==> src/rtl/pipe_pkg.sv <==
// ============================================================================
// pipe_pkg
// Shared types for the pipeline boundary registers: skid state encoding,
// default bundle widths, saturation limit and the core control bundle.
// Revision: 1.0
// ============================================================================
`default_nettype none

package pipe_pkg;

    localparam int c_CTRL_W_DEFAULT = 8;
    localparam int c_DATA_W_DEFAULT = 64;
    localparam logic [31:0] c_SAT_MAX = 32'hFFFF_FFFF;

    typedef enum logic [1:0] {
        EMPTY = 2'd0,
        ONE   = 2'd1,
        FULL  = 2'd2
    } skid_state_e;

    // Control bundle carried between core stages; packs into c_CTRL_W_DEFAULT bits.
    typedef struct packed {
        logic       reg_write;
        logic       mem_to_reg;
        logic       mem_write;
        logic       alu_src;
        logic [2:0] alu_ctrl;
        logic       branch;
    } core_ctrl_t;

endpackage

`default_nettype wire

==> src/rtl/pipe_sat_ctr.sv <==
// ============================================================================
// pipe_sat_ctr
// 32-bit event counter that sticks at all-ones instead of wrapping.
// Revision: 1.0
// ============================================================================
`default_nettype none

module pipe_sat_ctr
    import pipe_pkg::*;
(
    input  logic        clk,
    input  logic        rst,
    input  logic        i_inc,
    output logic [31:0] o_count
);

    logic [31:0] r_count;

    always_ff @(posedge clk) begin
        if (rst) begin
            r_count <= 32'd0;
        end else if (i_inc && (r_count != c_SAT_MAX)) begin
            r_count <= r_count + 32'd1;
        end
    end

    assign o_count = r_count;

endmodule

`default_nettype wire

==> src/rtl/pipe_stage_skid.sv <==
// ============================================================================
// pipe_stage_skid
// Valid/ready pipeline boundary register with a 2-entry skid buffer, flush and
// bubble kill mask on control bits. Optional perf counters: PIPE_STAGE_PERF_EN.
// Revision: 1.0
// ============================================================================
`default_nettype none

module pipe_stage_skid
    import pipe_pkg::*;
#(
    parameter int                CTRL_W    = c_CTRL_W_DEFAULT,
    parameter int                DATA_W    = c_DATA_W_DEFAULT,
    parameter logic [CTRL_W-1:0] KILL_MASK = {CTRL_W{1'b1}}
) (
    input  logic              clk,
    input  logic              rst,
    input  logic              i_flush,
    input  logic              i_in_valid,
    output logic              o_in_ready,
    input  logic [CTRL_W-1:0] i_in_ctrl,
    input  logic [DATA_W-1:0] i_in_data,
    output logic              o_out_valid,
    input  logic              i_out_ready,
    output logic [CTRL_W-1:0] o_out_ctrl,
    output logic [DATA_W-1:0] o_out_data
`ifdef PIPE_STAGE_PERF_EN
    ,
    output logic [31:0]       o_stall_cnt,
    output logic [31:0]       o_flush_cnt
`endif
);

    skid_state_e       r_state;
    skid_state_e       w_next;
    logic              r_in_ready;
    logic [CTRL_W-1:0] r_main_ctrl;
    logic [DATA_W-1:0] r_main_data;
    logic [CTRL_W-1:0] r_skid_ctrl;
    logic [DATA_W-1:0] r_skid_data;

    logic w_accept;
    logic w_emit;
    logic w_load_main_in;
    logic w_load_main_skid;
    logic w_load_skid;

    assign w_accept = i_in_valid & r_in_ready;
    assign w_emit   = o_out_valid & i_out_ready;

    always_comb begin
        w_next           = r_state;
        w_load_main_in   = 1'b0;
        w_load_main_skid = 1'b0;
        w_load_skid      = 1'b0;
        case (r_state)
            EMPTY: begin
                if (w_accept) begin
                    w_next         = ONE;
                    w_load_main_in = 1'b1;
                end
            end
            ONE: begin
                if (w_accept && !w_emit) begin
                    w_next      = FULL;
                    w_load_skid = 1'b1;
                end else if (w_emit && !w_accept) begin
                    w_next = EMPTY;
                end else if (w_accept && w_emit) begin
                    w_load_main_in = 1'b1;
                end
            end
            FULL: begin
                if (w_emit) begin
                    w_next           = ONE;
                    w_load_main_skid = 1'b1;
                end
            end
            default: w_next = EMPTY;
        endcase
        // Flush discards everything resident, including a beat arriving this cycle.
        if (i_flush) begin
            w_next           = EMPTY;
            w_load_main_in   = 1'b0;
            w_load_main_skid = 1'b0;
            w_load_skid      = 1'b0;
        end
    end

    always_ff @(posedge clk) begin
        if (rst) begin
            r_state     <= EMPTY;
            r_in_ready  <= 1'b1;
            r_main_ctrl <= '0;
            r_main_data <= '0;
            r_skid_ctrl <= '0;
            r_skid_data <= '0;
        end else begin
            r_state    <= w_next;
            r_in_ready <= (w_next != FULL);
            if (w_load_main_in) begin
                r_main_ctrl <= i_in_ctrl;
                r_main_data <= i_in_data;
            end else if (w_load_main_skid) begin
                r_main_ctrl <= r_skid_ctrl;
                r_main_data <= r_skid_data;
            end
            if (w_load_skid) begin
                r_skid_ctrl <= i_in_ctrl;
                r_skid_data <= i_in_data;
            end
        end
    end

    assign o_in_ready  = r_in_ready;
    assign o_out_valid = (r_state != EMPTY);
    // Side-effecting control bits read as zero in bubbles; data keeps its last value.
    assign o_out_ctrl  = o_out_valid ? r_main_ctrl : (r_main_ctrl & ~KILL_MASK);
    assign o_out_data  = r_main_data;

`ifdef PIPE_STAGE_PERF_EN
    pipe_sat_ctr u_stall_ctr (
        .clk     (clk),
        .rst     (rst),
        .i_inc   (o_out_valid & ~i_out_ready),
        .o_count (o_stall_cnt)
    );

    pipe_sat_ctr u_flush_ctr (
        .clk     (clk),
        .rst     (rst),
        .i_inc   (i_flush & (r_state != EMPTY)),
        .o_count (o_flush_cnt)
    );
`endif

endmodule

`default_nettype wire

==> config.mk <==
export PLATFORM = sky130hd
export DESIGN_NAME = pipe_stage_skid
export DESIGN_NICKNAME = d
export VERILOG_FILES = /design/src/rtl/pipe_pkg.sv /design/src/rtl/pipe_sat_ctr.sv /design/src/rtl/pipe_stage_skid.sv
export SDC_FILE = /design/constraint.sdc
export NUM_CORES = 1
export LEC_CHECK = 0
export CORE_MARGIN = 2
export CORE_UTILIZATION = 53
export CTS_CLUSTER_DIAMETER = 50
export DETAILED_ROUTE_END_ITERATION = 10
export PLACE_DENSITY_LB_ADDON = 0.12
export SLEW_MARGIN = 30
export SYNTH_ARGS = -nofsm -noshare
export SYNTH_HDL_FRONTEND = slang
export SYNTH_SLANG_ARGS = --single-unit
export TNS_END_PERCENT = 100
==> constraint.sdc <==
create_clock -name clk -period 5.7 [get_ports clk]
set_clock_uncertainty 0.2 [all_clocks]
set_input_delay 1.425 -clock clk [delete_from_list [all_inputs] [get_ports clk]]
set_output_delay 1.425 -clock clk [all_outputs]
set_load 0.02 [all_outputs]
==> run_results.csv, run 1 <==
group,metric,value,unit
outcome,status,"finished clean",
clock_tree,ctsResizeCount,0,
layout,antennaDiodeCount,0,
clock_tree,cts_hold_buf,0,
critical_path,critPathCapture,"o_out_ctrl[7]",
power,ir_drop,0.235,mV
synthesis,synthSimpleGateAreaFrac,24.1,%
critical_path,crit_type,"reg -> out",
sta,maxSlewHeadroom,36.5,%
critical_path,cp-startpoint,"r_state[1]",
synthesis,ys_seq_area_share,47.9,%
global_route,use_met3,7.89,%
critical_path,r2r_end,"o_out_data[43]",
sta,fin_setup_tns,0,ns
placement,port_buffers,150,
placement,dp_hpwl,9.65,mm
detailed_routing,via_count,5605,
power,p_per_area,304,nW/um^2
synthesis,synthesis.nets,819,
synthesis,synthDistinctLibCells,22,
synthesis,synthXorXnorAreaFrac,0,%
floorplanning,die_h,112,um
synthesis,syn_area,6150,sq um
global_route,grt_pass1_wl,26.5,mm
layout,area_growth_syn_to_layout,32.9,%
clock_tree,cts_setup_buffers,0,
synthesis,synth-adder-area-share,0,%
critical_path,r2r_slack,2.87,ns
critical_path,endpoint_kind,"primary output",
detailed_routing,first_pass_iters,5,
detailed_routing,drt-total-wl,15.9,mm
detailed_routing,drc,0,
synthesis,yosysWarnings,0,
clock_tree,cts_tree,"yes",
clock_tree,clk_latency,0.41,ns
global_route,met2_usage,43.9,%
global_route,antenna_found_initial,0,
layout,final_common_cell,"nand2_1",
critical_path,cp_data_arrival_time,2.20,ns
synthesis,synth-seq-cells,147,
sta,slew_viol_final,0,
global_route,first_global_vias,5599,
synthesis,synth_top_family_by_area,"simple AND/OR/NAND/NOR gates",
floorplanning,fp.dieArea,12500,sq um
synthesis,avgSynthCellArea,8.29,sq um
critical_path,reg2reg_from,"r_state[0]",
global_route,grt.overflow.total,0,
sta,worstMarginPinSlew,0.952,ns
layout,layout_common_cells,"nand2_1, clkdlybuf4s50_1, dfxtp_1",
detailed_routing,viasPerCell,5.56,
clock_tree,cts_buffer_depth,2,
sta,finalHoldViolCount,0,
synthesis,syn_inst,742,
floorplanning,die_w,112,um
power,power.leakage,0.00271,uW
clock_tree,ctsRootBufferMaster,"clkbuf_16",
power,total_power,2490,uW
clock_tree,path_clk_slew,0.05,ns
synthesis,synth-compound-area-share,22.5,%
placement,gp_congestion,0.784,
critical_path,reg2regPathDepth,5,
critical_path,cp_max_fo,9,
sta,post-route-period-util,67.0,%
floorplanning,pin_count,151,
critical_path,cp_data_required_time,4.07,ns
detailed_routing,antenna_left,0,
sta,fmax,0.262,GHz
synthesis,synth.area.top_cells,"dfxtp_1, nand2_1, a311oi_2, a21oi_1, nor2_1",
sta,setup_viol,0,
layout,drive_gt1_share,11.7,%
floorplanning,fp.coreArea,11400,sq um
run,cap_violations,0,
global_route,grt_max_degree,89,
synthesis,synthMuxAreaShare,0.326,%
detailed_routing,drt-wirelength-per-cell,15.8,um
detailed_routing,drtIter0Drc,536,
global_route,grt_use_total,25.8,%
global_route,use_met1,31.8,%
floorplanning,rows,39,
clock_tree,htree_levels,4,
sta,rsz0062_at_grt,"no",
clock_tree,cts_inserted_buffers,17,
global_route,top_usage_layer,"met2",
critical_path,start_kind,"register",
floorplanning,start_util,54.1,%
clock_tree,clock_sinks,147,
synthesis,synth_largest_area_cell,"dfxtp_1",
layout,final_nets,930,
sta,layout_min_cycle_time,3.82,ns
synthesis,yosys.area.top_type_share,47.9,%
worst_hold_path,hold_path_class,"reg -> reg",
[registers in the layout (all words and copies together), names as in the netlist]
signal,count
r_skid_ctrl,8
r_main_ctrl,8
o_out_data,64
r_state,2
o_in_ready,1
r_skid_data,64
[per-stage QoR]
stage / hold slack (ns) / util, % / area, sq um / instances / setup slack (ns)
floorplan: 0.237 / - / 6150 / 742 / 2.73
global placement: 0.242 / 66.7 / 7580 / 977 / 1.66
detailed placement: 0.247 / 66.7 / 7580 / 977 / 1.48
CTS: 0.254 / 71.9 / 8170 / 1008 / 1.90
global route: 0.267 / 71.9 / 8170 / 1008 / 1.62
finish: 0.255 / 71.9 / 8170 / 1008 / 1.88
[how the worst min path moves through the flow]
stage                          from              end  slack (ns)  depth (start not counted)
global route        r_skid_data[63]  r_skid_data[63]        0.27                          2
CTS                 r_skid_data[43]  r_skid_data[43]        0.25                          2
finish              r_skid_data[63]  r_skid_data[63]        0.25                          2
floorplan            r_skid_ctrl[0]   r_skid_ctrl[0]        0.24                          2
detailed placement  r_skid_data[43]  r_skid_data[43]        0.25                          2
global placement    r_skid_data[44]  r_skid_data[44]        0.24                          2
[area by class of cell]
cell class,count,area (sq um)
clock buffer,28,547
clock inverter,3,40.0
fill,871,3200
inverter,1,3.75
multi-input combinational,529,2900
sequential,147,2940
tap,143,179
timing repair buffer,157,1560
[cell families after synthesis]
family / count (synthesis)
simple gates: 381
flops: 147
compound gates: 146
buf+inv: 66
mux: 2
[synth_stat cells (all sizes together)]
cell type	n
a311oi	72
buf	23
nor2b	9
o21a	1
mux2i	2
nand2	290
a21oi	72
nor4b	1
nor3	2
dfxtp	147
inv	1
nor4	1
or4	2
or4b	1
clkbuf	42
nor2	74
or3	1
o22a	1
[metal layers]
metal	vias up	wire, um
li1	2712	-
met4	0	126
met2	179	7920
met3	17	1100
met1	2697	6750
met5	-	0
[power breakdown]
part           internal, uW  switching, uW
Clock                   691            397
Sequential             1070           24.7
Combinational           149            155
Total                  1910            577
[critical path: stages (launching register included)]
cell,delay [ns]
dfxtp_1,0.39
nor2_1,0.63
nor2b_1,0.17
clkdlybuf4s50_1,0.60
Note: power is estimated with default switching activity, not from simulation.
==> run 2, diff against run 1 <==
Settings changed: CORE_UTILIZATION 53 to 49.
Clock period 5.7 ns to 3.52 ns, I/O delays scaled along.
==> run 2 against run 1 <==
Compared with the run above: sequential cell count unchanged; wire length down 1.0%; cell area rose by 1.3%; sequential share of layout area shrank 0.47 points; largest cell class unchanged.
==> run_results.csv, run 2 (synthesis results as in run 1) <==
group,metric,value,unit
detailed_routing,antenna_left,0,
floorplanning,die_w,116,um
detailed_routing,drtIter0Drc,356,
sta,post-route-period-util,89.4,%
placement,dp_hpwl,9.63,mm
floorplanning,die_h,116,um
clock_tree,cts_hold_buf,0,
sta,fmax,0.318,GHz
floorplanning,fp.coreArea,12100,sq um
layout,final_common_cell,"nand2_1",
power,power.leakage,0.00275,uW
clock_tree,cts_tree,"yes",
clock_tree,clock_sinks,147,
sta,fin_setup_tns,0,ns
layout,drive_gt1_share,12.0,%
outcome,status,"finished clean",
detailed_routing,viasPerCell,5.38,
floorplanning,rows,40,
critical_path,cp_data_required_time,2.44,ns
clock_tree,ctsResizeCount,0,
clock_tree,cts_buffer_depth,2,
floorplanning,start_util,50.8,%
layout,final_nets,934,
critical_path,endpoint_kind,"primary output",
sta,finalHoldViolCount,0,
power,ir_drop,0.341,mV
floorplanning,pin_count,151,
clock_tree,path_clk_slew,0.05,ns
detailed_routing,drt-wirelength-per-cell,15.2,um
global_route,grt_pass1_wl,25.5,mm
power,p_per_area,481,nW/um^2
global_route,grt_max_degree,115,
critical_path,cp_data_arrival_time,2.07,ns
placement,port_buffers,150,
detailed_routing,via_count,5579,
clock_tree,cts_setup_buffers,0,
sta,slew_viol_final,0,
floorplanning,fp.dieArea,13500,sq um
detailed_routing,drc,0,
critical_path,start_kind,"register",
layout,antennaDiodeCount,0,
sta,setup_viol,0,
clock_tree,ctsRootBufferMaster,"clkbuf_16",
clock_tree,cts_inserted_buffers,17,
sta,worstMarginPinSlew,0.907,ns
layout,final_area,8280,sq um
global_route,grt_use_total,23.9,%
run,cap_violations,0,
sta,maxSlewHeadroom,39.5,%
global_route,first_global_vias,5403,
placement,postPlaceCellArea,7710,sq um
placement,gp_congestion,0.794,
detailed_routing,drt-total-wl,15.7,mm
worst_hold_path,hold_path_class,"reg -> reg",
clock_tree,htree_levels,4,
global_route,grt.overflow.total,0,
sta,layout_min_cycle_time,3.15,ns
detailed_routing,first_pass_iters,5,
critical_path,cp_max_fo,9,
global_route,antenna_found_initial,0,
sta,rsz0062_at_grt,"no",
layout,layout_common_cells,"nand2_1, clkdlybuf4s50_1, dfxtp_1",
clock_tree,clk_latency,0.41,ns
layout,area_growth_syn_to_layout,34.7,%
critical_path,crit_type,"reg -> out",
## run 2: metrics by stage
stage	cells	worst slack [ns]	hold slack, ns	total power, uW	utilization (%)
CTS	1037	0.362	0.254	4010	68.3
global placement	1006	0.488	0.241	2290	63.6
global route	1037	0.239	0.271	4130	68.4
finish	1037	0.374	0.253	3980	68.4
detailed placement	1006	0.379	0.247	2300	63.6
floorplan	742	1.10	0.237	2060	-
## run 2: power by group
part / total (uW) / switching, uW / internal (uW)
registers: 1770 / 38.5 / 1730
logic: 495 / 250 / 245
clock network: 1720 / 641 / 1080
total: 3980 / 929 / 3060
## run 2: area by class of cell
cell class | count | area, sq um
flip-flops and latches | 147 | 2940
well taps | 168 | 210
clock buffers | 27 | 523
fillers | 945 | 3830
inverters | 1 | 3.75
multi-input cells | 529 | 2900
repair buffers | 161 | 1650
clock inverters | 4 | 45.0
## run 2: worst paths after layout
kind              depth (start not counted)  slack [ns]         endpoint           start
hold / removal                            2        0.25   r_skid_ctrl[3]  r_skid_ctrl[3]
hold reg to reg                           2        0.25   r_skid_ctrl[3]  r_skid_ctrl[3]
setup / recovery                          3        0.37    o_out_ctrl[7]      r_state[1]
setup reg to reg                          5        1.25  r_skid_data[57]      r_state[0]
## run 2: per-layer routing
metal	vias up	GRT usage (%)	share of wire, %
li1	2718	-	-
met1	2655	30.1	43
met2	174	38.4	48
met3	32	7.27	6.3
met4	0	9.84	2.0
met5	-	0	0
## run 2: critical path: stages (launching register included)
cell and delay, ns:
dfxtp_1 0.39, nor2_1 0.52, nor2b_1 0.16, clkdlybuf4s50_1 0.58
==> run 3, diff against run 2 <==
Settings changed: SETUP_SLACK_MARGIN set to 0.15.
==> results of run 3 <==
No change in the layout: final DEF, timing and power equal those of run 2.
